File: src/rtl/mac_pkg.sv
// mac_pkg: shared constants, beat control struct and product extension helper for pipe_mac
package mac_pkg;
    localparam int DEF_DATA_WIDTH  = 32;
    localparam int DEF_PIPE_STAGES = 3;
    localparam int MAX_W           = 256;

    typedef struct packed {
        logic valid;
        logic is_signed;
        logic acc_en;
        logic last;
    } beat_ctrl_t;

    // Extends the low pw bits of p to MAX_W bits; the caller truncates to its accumulator width.
    function automatic logic [MAX_W-1:0] ext_product(input logic [MAX_W-1:0] p, input logic s,
                                                     input int pw);
        logic [MAX_W-1:0] m;
        logic             sb;
        m  = {MAX_W{1'b1}} << pw;
        sb = |(p & (MAX_W'(1) << (pw - 1)));
        return (s && sb) ? (p | m) : (p & ~m);
    endfunction
endpackage

File: src/rtl/mult_pipe_core.sv
// mult_pipe_core: input register stage followed by the retimable multiply stages
// Ports: clk, rst (sync, active-high), en (advance all stages), a_i/b_i operands,
//        ctrl_i beat control; prod_o 2*DATA_WIDTH product and ctrl_o after PIPE_STAGES-1 stages.
module mult_pipe_core
    import mac_pkg::*;
#(
    parameter int DATA_WIDTH  = DEF_DATA_WIDTH,
    parameter int PIPE_STAGES = DEF_PIPE_STAGES
) (
    input  logic                    clk,
    input  logic                    rst,
    input  logic                    en,
    input  logic [DATA_WIDTH-1:0]   a_i,
    input  logic [DATA_WIDTH-1:0]   b_i,
    input  beat_ctrl_t              ctrl_i,
    output logic [2*DATA_WIDTH-1:0] prod_o,
    output beat_ctrl_t              ctrl_o
);
    logic [DATA_WIDTH-1:0]   a_q, b_q;
    beat_ctrl_t              c_q;
    logic [2*DATA_WIDTH-1:0] ax, bx, p;
    // The low 2*DATA_WIDTH bits of the product of the extended operands are correct for both modes.
    assign ax = {{DATA_WIDTH{c_q.is_signed & a_q[DATA_WIDTH-1]}}, a_q};
    assign bx = {{DATA_WIDTH{c_q.is_signed & b_q[DATA_WIDTH-1]}}, b_q};
    assign p  = ax * bx;
    always_ff @(posedge clk) begin
        if (rst) begin
            a_q <= '0;
            b_q <= '0;
            c_q <= '0;
        end else if (en) begin
            a_q <= a_i;
            b_q <= b_i;
            c_q <= ctrl_i;
        end
    end
    generate
        if (PIPE_STAGES == 2) begin : g_comb
            assign prod_o = p;
            assign ctrl_o = c_q;
        end else begin : g_pipe
            logic [2*DATA_WIDTH-1:0] p_q [PIPE_STAGES-2];
            beat_ctrl_t              cp_q[PIPE_STAGES-2];
            always_ff @(posedge clk) begin
                if (rst) begin
                    for (int i = 0; i < PIPE_STAGES - 2; i++) begin
                        p_q[i]  <= '0;
                        cp_q[i] <= '0;
                    end
                end else if (en) begin
                    p_q[0]  <= p;
                    cp_q[0] <= c_q;
                    for (int i = 1; i < PIPE_STAGES - 2; i++) begin
                        p_q[i]  <= p_q[i-1];
                        cp_q[i] <= cp_q[i-1];
                    end
                end
            end
            assign prod_o = p_q[PIPE_STAGES-3];
            assign ctrl_o = cp_q[PIPE_STAGES-3];
        end
    endgenerate
endmodule

File: src/rtl/pipe_mac.sv
// pipe_mac: pipelined multiply / multiply-accumulate unit with valid/ready flow control
// Ports: clk, rst (sync, active-high); in_valid/in_ready, a, b, is_signed, acc_en, in_last
//        form an operand beat; out_valid/out_ready, out_data carry a product or group sum.
module pipe_mac
    import mac_pkg::*;
#(
    parameter int DATA_WIDTH  = DEF_DATA_WIDTH,
    parameter int PIPE_STAGES = DEF_PIPE_STAGES,
    parameter int ACC_WIDTH   = 2 * DATA_WIDTH + 8
) (
    input  logic                  clk,
    input  logic                  rst,
    input  logic                  in_valid,
    output logic                  in_ready,
    input  logic [DATA_WIDTH-1:0] a,
    input  logic [DATA_WIDTH-1:0] b,
    input  logic                  is_signed,
    input  logic                  acc_en,
    input  logic                  in_last,
    output logic                  out_valid,
    input  logic                  out_ready,
    output logic [ACC_WIDTH-1:0]  out_data
);
    logic                    stall, val_q, val_d;
    beat_ctrl_t              ctrl_in, ctrl_m;
    logic [2*DATA_WIDTH-1:0] prod;
    logic [ACC_WIDTH-1:0]    ext, sum, acc_q, acc_d, out_q, out_d;
    // A held result blocks the whole pipe; in_ready is the only combinational path.
    assign stall    = val_q && !out_ready;
    assign in_ready = !stall;
    assign ctrl_in  = '{valid: in_valid, is_signed: is_signed, acc_en: acc_en, last: in_last};
    mult_pipe_core #(
        .DATA_WIDTH (DATA_WIDTH),
        .PIPE_STAGES(PIPE_STAGES)
    ) u_core (
        .clk   (clk),
        .rst   (rst),
        .en    (!stall),
        .a_i   (a),
        .b_i   (b),
        .ctrl_i(ctrl_in),
        .prod_o(prod),
        .ctrl_o(ctrl_m)
    );
    assign ext = ACC_WIDTH'(ext_product(MAX_W'(prod), ctrl_m.is_signed, 2 * DATA_WIDTH));
    assign sum = acc_q + ext;
    always_comb begin
        val_d = ctrl_m.valid && (!ctrl_m.acc_en || ctrl_m.last);
        out_d = !ctrl_m.valid ? out_q : !ctrl_m.acc_en ? ext : ctrl_m.last ? sum : out_q;
        acc_d = (ctrl_m.valid && ctrl_m.acc_en) ? (ctrl_m.last ? '0 : sum) : acc_q;
    end
    always_ff @(posedge clk) begin
        if (rst) begin
            val_q <= 1'b0;
            out_q <= '0;
            acc_q <= '0;
        end else if (!stall) begin
            val_q <= val_d;
            out_q <= out_d;
            acc_q <= acc_d;
        end
    end
    assign out_valid = val_q;
    assign out_data  = out_q;
endmodule

File: config.mk
export PLATFORM = sky130hd
export DESIGN_NAME = pipe_mac
export DESIGN_NICKNAME = d
export VERILOG_FILES = /design/src/rtl/mac_pkg.sv /design/src/rtl/mult_pipe_core.sv /design/src/rtl/pipe_mac.sv
export SDC_FILE = /design/constraint.sdc
export NUM_CORES = 2
export LEC_CHECK = 0
export CORE_ASPECT_RATIO = 1.25
export CORE_MARGIN = 2
export CORE_UTILIZATION = 54
export CTS_BUF_LIST = sky130_fd_sc_hd__clkbuf_4
export CTS_CLUSTER_DIAMETER = 80
export DETAILED_ROUTE_END_ITERATION = 10
export PLACE_DENSITY = 0.71
export SETUP_SLACK_MARGIN = 0.3
export SYNTH_ARGS = -nofsm -noshare
export SYNTH_HDL_FRONTEND = slang
export SYNTH_SLANG_ARGS = --single-unit
File: constraint.sdc
create_clock -name clk -period 10.5 [get_ports clk]
set_input_delay 1.575 -clock clk [delete_from_list [all_inputs] [get_ports clk]]
set_output_delay 1.575 -clock clk [all_outputs]
set_load 0.05 [all_outputs]
==> results.py <==
metrics = {
    "outcome": {
        "status": "completed",
    },
    "global_route": {
        "grt_pass1_vias": 43545,
        "gr-usage-all-layers": 0.326,
        "antenna_found_initial": 8,
        "grt_max_degree": 97,
        "grt_pass1_wl_um": 245000,
        "grt.overflow.total": 0,
    },
    "clocking": {
        "clk_path_buf_depth": 3,
        "clock_latency_ns": 0.98,
        "cts_tree": "done",
        "hold_buffers": 0,
        "cts_resized": 0,
        "cts_sinks": 281,
        "cts_made_buffers": 80,
        "cts-root-buf": "clkbuf_4",
        "path_clk_slew_ns": 0.06,
        "htree_levels": 3,
        "post_cts_buffers": 0,
    },
    "yosys": {
        "yosysTopAreaCell": "fa_1",
        "avgSynthCellArea_um2": 8.98,
        "ys_types": 89,
        "netlist.area_leader.share": 0.432,
        "ys_warn_count": 0,
        "synth_seq_cells": 281,
        "ys_top_cells_by_area": "fa_1 (43%), inv_1 (8.2%), dfxtp_1 (8.2%)",
        "ys_seq_area_frac": 0.121,
        "syn_area_mm2": 0.0522,
        "async_flop_share": 0,
        "synth_edf_count": 68,
        "synth_cells": 5818,
        "synth_nets": 7298,
        "ys.flop_type": "dfxtp_1",
    },
    "timing": {
        "max_freq_mhz": 107,
        "skew_ns": 0.114,
        "fin_crit_ns": 9.34,
        "max_slew_margin": 0.160,
        "tns_ns": 0,
        "worst_pin_slew_ns": 1.26,
        "setup_viol": 0,
        "setup_slack_ns": 1.16,
        "rsz0062_at_grt": "false",
        "finalCritPeriodShare": 0.890,
        "drv_slew": 0,
        "hold_viol_final": 0,
    },
    "layout": {
        "multi_input_area_mm2": 0.0404,
        "nFillCells": 8538,
        "syn_to_final_growth_pct": 6.92,
        "regArea_mm2": 0.00631,
        "fin_util": 0.582,
        "layout_common_cells": "inv_1 (1141), fa_1 (1126), nand2_1 (959), and2_1 (357), ha_1 (283)",
        "final_cell_area_mm2": 0.0558,
        "final_nets": 7277,
        "layout-drive-gt1-share": 0.0488,
        "layout_commonest_cell": "inv_1",
    },
    "worst_setup_path": {
        "criticalPathCategory": "flip-flop to flip-flop",
        "crit_buf_inv": 6,
        "critPathMaxFanout": 11,
        "arrival_ns": 10.02,
        "crit_family": "adder cells",
        "worst_path_max_delay_cell": "and2_0",
        "cp-end-kind": "flip-flop",
        "cp-start-kind": "flip-flop",
        "crit_top_cell": "fa_1",
        "max_stage_delay_ns": 0.85,
        "worstPathRequired_ns": 11.17,
    },
    "pwr": {
        "power_w": 0.0100,
        "swShare": 0.525,
        "combPwrFrac": 0.734,
        "p_clk_frac": 0.112,
        "cellPowerDensity_mw_per_mm2": 179,
        "p_sw_w": 0.00525,
        "leakage_nw": 26.5,
        "peakVddDrop_uv": 283,
        "internal_power_w": 0.00475,
        "power_frac_seq": 0.154,
    },
    "min_path": {
        "hold_path.class": "flip-flop to flip-flop",
    },
    "route": {
        "drtIter0Drc": 3029,
        "vias": 40446,
        "vias_per_cell": 5.65,
        "first_pass_iters": 6,
        "drt-total-wl_um": 155000,
        "detail-route-antenna-nets": 0,
        "drcViolationCount": 0,
        "wl_per_cell_um": 21.7,
    },
    "floorplan": {
        "std_cell_rows": 127,
        "die_w_um": 282,
        "dieArea_mm2": 0.0992,
        "fp.dieH_um": 352,
        "core_area_mm2": 0.0960,
        "ioPinCount": 145,
        "start_util": 0.544,
    },
    "placement": {
        "port_buffers": 144,
        "place.gp.congestion": 0.966,
        "place_area_mm2": 0.0548,
        "hpwl_um": 123000,
        "place_ws_ns": 1.21,
    },
    "flow_run": {
        "drv_cap": 0,
    },
}
-- final timing paths --
path                                     start  depth (start not counted)                        to  slack, ns
worst max-delay path            u_core.a_q[31]                         27  u_core.g_pipe.p_q[0][61]       1.16
worst min-delay path            u_core.a_q[14]                          2            u_core.a_q[14]       0.45
worst max register to register  u_core.a_q[31]                         27  u_core.g_pipe.p_q[0][61]       1.16
worst min register to register  u_core.a_q[14]                          2            u_core.a_q[14]       0.45
-- power by group through the flow --
stage / Combinational [W] / Sequential (W) / Clock, W
floorplan: 0.00523 / 0.00150 / 0
global placement: 0.00710 / 0.00155 / 0
detailed placement: 0.00721 / 0.00155 / 0
CTS: 0.00725 / 0.00153 / 0.00115
global route: 0.00822 / 0.00155 / 0.00120
finish: 0.00734 / 0.00154 / 0.00112
-- synthesized netlist by cell type (38+ instances only) --
library cell / count
fa_1: 1126
dfxtp_1: 213
xor2_1: 48
and2_1: 357
mux2i_1: 38
a211oi_1: 48
edfxtp_1: 68
xnor2_1: 97
nor2_1: 237
and3_1: 40
o21ai_0: 94
inv_1: 1142
nand2_1: 961
a21o_1: 58
clkbuf_1: 321
a21oi_1: 276
ha_1: 283
a22oi_1: 43
-- logic make-up after synthesis --
group,synth area share
AOI/OAI and AO/OA,0.0901
xor gates and xnor gates,0.0243
adders and majority gates,0.499
buffers and inverters,0.107
DFF,0.121
muxes,0.00728
and+or+nand+nor,0.151
-- routing by layer --
layer	vias up	share of wire	global-route usage
li1	17681	-	-
met1	20396	0.38	0.411
met2	1917	0.48	0.540
met3	446	0.094	0.0675
met4	6	0.050	0.148
met5	-	0.00023	0
-- flip-flops by register name (all words and copies together) (netlist names) --
register            cells
acc_q                  72
out_data               72
u_core.g_pipe.p_q      64
u_core.a_q             32
u_core.b_q             32
u_core.c_q              4
u_core.g_pipe.cp_q      4
out_valid               1
-- worst reg2reg max path, cell delays in order, from the launching register on --
cell and delay, ns:
dfxtp_1 0.33, and2_0 0.85, nand2_1 0.21, inv_1 0.19, fa_1 0.49, fa_1 0.56
fa_1 0.68, inv_1 0.32, fa_1 0.66, buf_4 0.29, inv_1 0.21, fa_1 0.51
fa_1 0.56, inv_1 0.05, fa_1 0.46, fa_1 0.50, inv_1 0.04, ha_1 0.34
a21o_1 0.21, a21o_1 0.17, a21oi_1 0.17, nor2b_1 0.06, a41o_1 0.22, o41a_1 0.39
o21ai_1 0.17, a211o_1 0.18, a211oi_2 0.07, a31o_1 0.22
-- area by class of cell --
type	instances	area share
diodes	4	0.000179
clock buffers	116	0.0156
clock inverters	29	0.00361
inverters	1142	0.0768
multi-input cells	4051	0.723
flip-flops and latches	281	0.113
well taps	1290	0.0289
repair buffers	241	0.0389
-- stage by stage --
step | hold slack (ns) | cells
final | 0.453 | 7154
after global routing | 0.474 | 7153
after CTS | 0.451 | 7150
after detailed placement | 0.441 | 7005
after global placement | 0.437 | 7005
after floorplan | 0.427 | 5818
No activity file was read; power rests on OpenSTA's default activity.
